## src/rtl/jt12_timer_pkg.sv

```systemverilog
// Shared constants for the OPN Timer A / Timer B block: counter widths,
// default prescale ratios and the register 0x27 bit layout.
package jt12_timer_pkg;

  localparam int TA_W      = 10;
  localparam int TB_W      = 8;
  localparam int PRE_A_DEF = 24;
  localparam int PRE_B_DEF = 16;

  localparam int R27_LOAD_A  = 0;
  localparam int R27_LOAD_B  = 1;
  localparam int R27_EN_A    = 2;
  localparam int R27_EN_B    = 3;
  localparam int R27_CLR_A   = 4;
  localparam int R27_CLR_B   = 5;

  typedef enum logic {
    CNT_IDLE = 1'b0,
    CNT_RUN  = 1'b1
  } cnt_state_e;

endpackage

```

## src/rtl/jt12_timer_cnt.sv

```systemverilog
// One programmable up-counter with reload on overflow, load-edge start,
// status flag and a single-cycle overflow pulse.
module jt12_timer_cnt
  import jt12_timer_pkg::*;
#(
  parameter int CW = 10
) (
  input  logic          clk,
  input  logic          rst_n,
  input  logic          tick,
  input  logic          load,
  input  logic [CW-1:0] value,
  input  logic          en_irq,
  input  logic          clr_flag,
  output logic          flag,
  output logic          overflow
);

  localparam logic [CW-1:0] CNT_MAX = {CW{1'b1}};
  localparam logic [CW-1:0] CNT_ONE = CW'(1);

  cnt_state_e    state, state_nx;
  logic [CW-1:0] count, count_nx;
  logic          load_r;
  logic          load_rise_s;
  logic          ovf_s;

  // next-state, count and overflow condition
  always_comb begin
    load_rise_s = load & ~load_r;
    state_nx    = state;
    count_nx    = count;
    ovf_s       = 1'b0;
    if (load_rise_s) begin
      state_nx = CNT_RUN;
      count_nx = value;
    end else begin
      case (state)
        CNT_RUN: begin
          if (!load) begin
            state_nx = CNT_IDLE;
          end else if (tick) begin
            if (count == CNT_MAX) begin
              count_nx = value;
              ovf_s    = 1'b1;
            end else begin
              count_nx = count + CNT_ONE;
            end
          end else begin
            count_nx = count;
          end
        end
        default: state_nx = state;
      endcase
    end
  end

  // state, count, flag and overflow registers
  always_ff @(posedge clk) begin
    if (!rst_n) begin
      state    <= CNT_IDLE;
      count    <= '0;
      // a load held high through reset must not look like a fresh edge
      load_r   <= 1'b1;
      flag     <= 1'b0;
      overflow <= 1'b0;
    end else begin
      state    <= state_nx;
      count    <= count_nx;
      load_r   <= load;
      overflow <= ovf_s;
      if (ovf_s && en_irq) begin
        flag <= 1'b1;
      end else if (clr_flag) begin
        flag <= 1'b0;
      end else begin
        flag <= flag;
      end
    end
  end

endmodule

```

## src/rtl/jt12_timer_ab.sv

```systemverilog
// YM2612/YM2203 Timer A / Timer B: clk_en prescalers, two reloadable
// counters and the registered active-low interrupt line.
module jt12_timer_ab
  import jt12_timer_pkg::*;
#(
  parameter int PRE_A = PRE_A_DEF,
  parameter int PRE_B = PRE_B_DEF
) (
  input  logic            clk,
  input  logic            rst_n,
  input  logic            clk_en,
  input  logic [TA_W-1:0] value_A,
  input  logic [TB_W-1:0] value_B,
  input  logic            load_A,
  input  logic            load_B,
  input  logic            en_irq_A,
  input  logic            en_irq_B,
  input  logic            clr_flag_A,
  input  logic            clr_flag_B,
  output logic            flag_A,
  output logic            flag_B,
  output logic            overflow_A,
  output logic            irq_n
);

  localparam logic [4:0] PRE_A_LAST = 5'(PRE_A - 1);
  localparam logic [3:0] PRE_B_LAST = 4'(PRE_B - 1);

  logic [4:0] pre_a;
  logic [3:0] pre_b;
  logic       tick_a;
  logic       tick_b;
  logic       overflow_b_unused;

  assign tick_a = clk_en & (pre_a == PRE_A_LAST);
  assign tick_b = tick_a & (pre_b == PRE_B_LAST);

  // free-running prescalers and the interrupt register
  always_ff @(posedge clk) begin
    if (!rst_n) begin
      pre_a <= 5'd0;
      pre_b <= 4'd0;
      irq_n <= 1'b1;
    end else begin
      if (clk_en) begin
        pre_a <= tick_a ? 5'd0 : pre_a + 5'd1;
      end else begin
        pre_a <= pre_a;
      end
      if (tick_a) begin
        pre_b <= tick_b ? 4'd0 : pre_b + 4'd1;
      end else begin
        pre_b <= pre_b;
      end
      irq_n <= ~(flag_A | flag_B);
    end
  end

  jt12_timer_cnt #(.CW(TA_W)) u_cnt_a (
    .clk      (clk),
    .rst_n    (rst_n),
    .tick     (tick_a),
    .load     (load_A),
    .value    (value_A),
    .en_irq   (en_irq_A),
    .clr_flag (clr_flag_A),
    .flag     (flag_A),
    .overflow (overflow_A)
  );

  // Timer B overflow has no consumer outside the flag
  jt12_timer_cnt #(.CW(TB_W)) u_cnt_b (
    .clk      (clk),
    .rst_n    (rst_n),
    .tick     (tick_b),
    .load     (load_B),
    .value    (value_B),
    .en_irq   (en_irq_B),
    .clr_flag (clr_flag_B),
    .flag     (flag_B),
    .overflow (overflow_b_unused)
  );

endmodule

```

## config.mk

```make
export PLATFORM = sky130hd
export DESIGN_NAME = jt12_timer_ab
export DESIGN_NICKNAME = d
export VERILOG_FILES = /design/src/rtl/jt12_timer_pkg.sv /design/src/rtl/jt12_timer_cnt.sv /design/src/rtl/jt12_timer_ab.sv
export SDC_FILE = /design/constraint.sdc
export NUM_CORES = 1
export LEC_CHECK = 0
export CORE_MARGIN = 8
export CORE_UTILIZATION = 45
export DETAILED_ROUTE_END_ITERATION = 10
export MAX_ROUTING_LAYER = met4
export PLACE_DENSITY = 0.68
export SLEW_MARGIN = 20
export SYNTH_ARGS = -nofsm -noshare
export SYNTH_HDL_FRONTEND = slang
export SYNTH_SLANG_ARGS = --single-unit
```

## constraint.sdc

```tcl
create_clock -name clk -period 1.89 [get_ports clk]
set_input_delay 0.189 -clock clk [delete_from_list [all_inputs] [get_ports clk]]
set_output_delay 0.189 -clock clk [all_outputs]
set_load 0.1 [all_outputs]
```

==> Yosys cells after proc, flatten, opt, wreduce, memory -nomap -nowiden <==
Cells that the tools add are included.
W data, S select, Z words.
{ "op_classes": {"addsub": 4, "eq_ne": 4, "mux": 32, "bitwise": 8, "n_reduce_logical": 12} }
{ "op_table": {"columns": ["operator", "count"], "rows": [
  ["$mux W10", 5],
  ["$mux W8", 5],
  ["$mux W1", 20],
  ["$reduce_bool A2 Y1", 8],
  ["$add A10 B1 Y10 const B", 1],
  ["$eq A10 B10 Y1 const B", 1],
  ["$add A8 B1 Y8 const B", 1],
  ["$eq A8 B8 Y1 const B", 1],
  ["$reduce_and A3 Y1", 2],
  ["$add A5 B1 Y5 const B", 1],
  ["$eq A5 B5 Y1 const B", 1],
  ["$mux W5", 1],
  ["$add A4 B1 Y4 const B", 1],
  ["$and A1 B1 Y1", 4],
  ["$eq A4 B4 Y1 const B", 1],
  ["$mux W4", 1],
  ["$not A1 Y1", 3],
  ["$logic_and A1 B1 Y1", 2],
  ["$or A1 B1 Y1", 1]
]} }
{ "totals": {"register_bits": 35, "in_bits": 27, "output_inout_bits": 4} }

==> Depth between registers and ports, before layout <==
Gate-level depths: netlist of the first run.
{ "depth": {"depth_word": 9, "ltp_mapped": 6} }

==> Modules after synthesis <==
Synthesis of the first run repeated with hierarchy kept, for this count alone.
{ "hier_totals": {"cells_unflattened": 232, "area_unflattened_um2": 1939.4} }
{ "modules_own_cells": {"columns": ["mod", "instances", "cells_per_inst", "area_per_inst_um2", "seq_area_each_um2"], "rows": [
  ["jt12_timer_cnt at u_cnt_a", 1, 105, 828.3, 280.3],
  ["jt12_timer_cnt at u_cnt_b", 1, 76, 655.6, 240.2],
  ["jt12_timer_ab", 1, 51, 455.4, 200.2]
]} }

==> Least setup slack after synthesis of the first run <==
OpenSTA, ideal clock, no wires.
{ "synth_path": {"path_kind": "flip-flop to flip-flop", "from": "register u_cnt_a.count[0]", "to": "register u_cnt_a.count[0]", "arrival_ns": 1.628, "required_ns": 1.770, "slack_ns": 0.142, "path_stages_with_launch": 6, "path_buffers": 0, "synth_period_minus_slack_ns": 1.748, "cell_sequence": "dfxtp_1 > ha_1 > and4_1 > a31oi_1 > o211a_1 > o31a_1"} }
{ "synth_via": {"elab_chain_cells": 6, "word_cells_on_any_way": 7, "cone_classes": "1 x add/sub; 1 x eq/ne; 5 x mux"} }
{ "synth_rtl": {"columns": ["element", "line_no", "source"], "rows": [
  ["from (decl)", "jt12_timer_cnt.sv:23", "logic [CW-1:0] count, count_nx;"],
  ["from (signal assigned)", "jt12_timer_cnt.sv:69", "count <= count_nx;"],
  ["$add A10 B1 Y10 / $eq A10 B10 Y1 (equally long branches)", "jt12_timer_cnt.sv:47, jt12_timer_cnt.sv:43", null],
  ["$mux W10 (*)", "jt12_timer_cnt.sv:43", "if (count == CNT_MAX) begin"],
  ["$mux W10 (*)", "jt12_timer_cnt.sv:42", "end else if (tick) begin"],
  ["$mux W10 (*)", "jt12_timer_cnt.sv:40", "if (!load) begin"],
  ["$mux W10 (*)", "jt12_timer_cnt.sv:38", "case (state)"],
  ["$mux W10 (*)", "jt12_timer_cnt.sv:34", "if (load_rise_s) begin"]
]} }
Every way passes the cells marked *; elsewhere a longest branch is shown, timed or not. The select of a mux whose other input is x is not followed.
A chain may end at the register's enable or synchronous reset.

==> Worst setup path after layout of the first run <==
Ends and elaborated chain as after synthesis.

==> key figures, run 1 <==
Place
  • Pre-CTS WS: 0.06189 ns
  • HPWL after DPL: ~4000 µm
  • Placer Congestion: ~0.90
  • DP Cell Count: between 300 and 400
  • Buffers on Ports: 30

GRT
  • Initial antenna violation count: 0
  • Global route overflow: 0
  • Pin count of the biggest net entering global routing: 27
  • Vias in the first global route: about 1,900
  • Total track usage: between 15 and 20%
  • First-pass GRT wire length: approximately 8700 µm

Routing
  • WL met1: ~2600 µm
  • Routed length per instance: roughly 15 µm
  • Max Used Layer: met4
  • Final ANT Viol Nets: 0
  • Starting DRC count in detailed routing: a little over 100
  • Routed met2 length: 2425 µm
  • Met3 routed WL: roughly 300 µm
  • Via count: 2,071
  • DR pass1 iterations: 4
  • Via-to-Cell Ratio: roughly 5.9
  • Routed Wire Length: 5345 µm
  • DRC: 0

Clocking
  • Total setup buffers inserted after CTS: 0
  • Total CTS buffers: 5
  • Post-cts sizing count: 0
  • Cts hold-fix bufs: 0
  • Sink Count: 35
  • Max clock buf depth: 2
  • Clock Pin Slew Worst Setup and Hold Paths: 0.08 ns
  • CTS tree: yes
  • Worst skew pair latency: a little under 0.3 ns
  • Clk root buf: clkbuf_8
  • H-tree Lvls: 2

Layout
  • Number of inserted diodes: 0
  • Layout cells sized above 1: between 10% and 20%
  • Most frequent cells in the layout: dfxtp_1 (35), nand2_1 (32), buf_4 (30)
  • Fill cells: 402
  • Footprint of the multi-input gates: around 1200 µm²
  • Commonest non-fill, non-tap cell in the layout: dfxtp_1
  • Layout Area Growth over Synthesis: 28.62%
  • Sequential Area: ~700 µm²
  • Fin cells: approximately 350
  • Nets: between 300 and 400

Floorplanning
  • Die extent in y: between 80 and 90 µm
  • Top-Level Pins: 31
  • Die width: between 80 and 90 µm
  • Site Rows: 24
  • CORE AREA: 4324 µm²
  • Area of the die: approximately 7000 µm²
  • Starting Density: between 40 and 50%

Yosys
  • Synth Cell Area: between 1500 and 2000 µm²
  • Main combinational cell family by area after synthesis: simple AND/OR/NAND/NOR gates
  • Syn Area/Cell: 8.057 µm²
  • Number of synthesized flops with an enable pin: 0
  • Seq/Total Area, Yosys: between 30% and 40%
  • Asr flop ratio synth: 0%
  • YS warnings: 0
  • Synth Area in Adders: under 10%
  • Synth Flop Type: dfxtp_1
  • Complex-gate fraction of the synthesized area: between 20% and 30%
  • Register bit total from synthesis: 35
  • Mux contribution to synthesized area: ~1.5%
  • Synth unique cells: 56
  • Post-Synth XOR/XNOR Area: 1.315%
  • Cells after Synth: ~250
  • Synth Area in Simple Gates: slightly above 30%
  • Synth Net Count: around 280

Worst setup path
  • Worst setup path category: register to register
  • Crit-path max FO: 5
  • CP cell instances: ha_1 -> and4_1 -> a31oi_1 -> o211a_1 -> o31a_1
  • CP max stage cell: dfxtp_1
  • Crit path DAT: about 1.9 ns
  • Startpoint types: register
  • Worst Path Required: 2.07 ns
  • CP Capture Type: register
  • Delay of the slowest cell on the worst path: around 0.39 ns

STA
  • # setup viols final: 0
  • Fin Clk Skew: roughly 0.0096 ns
  • Slew Viols, Final: 0
  • Slew margin rel.: between 70% and 80%
  • Fmax: roughly 0.58 GHz
  • Setup ws final: approximately 0.17 ns
  • Hold Fails Final Rpt: 0
  • RSZ-0062 raised after global routing: false
  • Tcrit/Tclk final: between 90% and 100%
  • Setup TNS: 0 ns
  • Worst-Margin Slew: 0.4006 ns
  • Min Tclk post-route: approximately 1.7 ns

Job
  • Max Cap Viol: 0

Pwr
  • Tot Pwr: between 1.5 and 2 mW
  • Lkg Pwr: around 0.94 nW
  • Peak VDD IR: roughly 350 µV
  • PwrDens: about 600 nW/µm²

Outcome
  • Run status: complete, no violations

Hold path
  • HP Class: primary input to register
==> layout make-up <==
cell class / instances / area share [%]
Clock buffer: 5 / 2.678
Clock inverter: 3 / 0.5842
Inverter: 8 / 1.168
Multi-Input combinational cell: 193 / 46.88
Sequential cell: 35 / 27.26
Tap cell: 52 / 2.532
Timing Repair Buffer: 56 / 18.89
==> logic make-up (layout without fill, tap and decap cells) <==
logic type | after synthesis | in the layout
xor gates and xnor gates | 3 | 3
and+or+nand+nor | 112 | 112
adders and majority gates | 4 | 4
DFF | 35 | 35
buffers and inverters | 20 | 72
muxes | 3 | 3
AOI/OAI and AO/OA | 71 | 71
==> worst max-delay path: cells and delay by family, from the launching register on <==
| kind | cells | cell delay [ns] |
|---|---|---|
| and+or+nand+nor | 1 | 0.30 |
| AOI/OAI and AO/OA | 3 | 0.73 |
| DFF | 1 | 0.39 |
| adders and majority gates | 1 | 0.20 |
==> power by group <==
part | switching (mW) | leakage, nW | internal [mW]
logic | 0.0833 | 0.610 | 0.106
registers | 0.0236 | 0.284 | 0.760
clock network | 0.279 | 0.0477 | 0.252
==> registers in the layout, summed over array words and instances, names as in the netlist <==
| register | count |
|---|---|
| u_cnt_a.load_r | 1 |
| u_cnt_a.count | 10 |
| u_cnt_b.flag | 1 |
| u_cnt_a.overflow | 1 |
| pre_b | 4 |
| u_cnt_a.flag | 1 |
| u_cnt_b.state | 1 |
| u_cnt_a.state | 1 |
| pre_a | 5 |
| u_cnt_b.load_r | 1 |
| u_cnt_b.count | 8 |
| irq_n | 1 |
==> synthesized netlist by cell type, types with 3 or more instances <==
cell type,n,area [µm²]
nor2b_1,3,18.77
and3_1,4,25.02
a211oi_1,3,22.52
a31oi_1,8,50.05
nor2_1,9,33.78
o22ai_1,5,31.28
and2_1,3,18.77
and4_1,4,35.03
mux2i_1,3,30.03
or3_1,3,18.77
ha_1,4,50.05
inv_1,7,26.28
nand2b_1,5,31.28
clkbuf_1,5,18.77
o21ai_1,4,20.02
a21oi_1,20,100.1
nor4_1,4,25.02
dfxtp_1,35,700.7
nand4_1,8,50.05
nand2_1,32,120.1
nand3_1,21,105.1
buf_2,5,25.02
o21ai_0,7,35.03
==> final timing paths <==
path	start	to	slack [ns]	cells past startpoint
worst max register to register	u_cnt_a.count[0]$_SDFFE_PN0P_	u_cnt_a.count[0]$_SDFFE_PN0P_	0.17	5
worst min-delay path	value_A[6]	u_cnt_a.count[6]$_SDFFE_PN0P_	0.46	3
worst min register to register	u_cnt_a.flag$_SDFFE_PN0P_	irq_n$_SDFF_PN1_	0.48	1
worst max-delay path	u_cnt_a.count[0]$_SDFFE_PN0P_	u_cnt_a.count[0]$_SDFFE_PN0P_	0.17	5
==> stage by stage <==
step           instance area [µm²]  util (%)  hold slack (ns)
2_1_floorplan                 1998         -           0.2905
3_3_place_gp                  2486     57.49           0.4471
3_5_place_dp                  2486     57.49           0.4562
4_1_cts                       2570     59.43           0.4483
5_1_grt                       2570     59.43           0.4780
6_report                      2570     59.43           0.4559
==> metal layers <==
layer,track usage (%),vias up
met5,-,-
met4,4.483,0
met3,3.571,7
met2,26.23,66
met1,20.49,955
li1,-,1043
(Power assumes the default switching activity.)
==> run 2, diff against run 1 <==
Settings changed: CAP_MARGIN set to 5.
==> results of run 2 <==
Same layout as run 1: the final DEF is identical, and so are final timing and power.
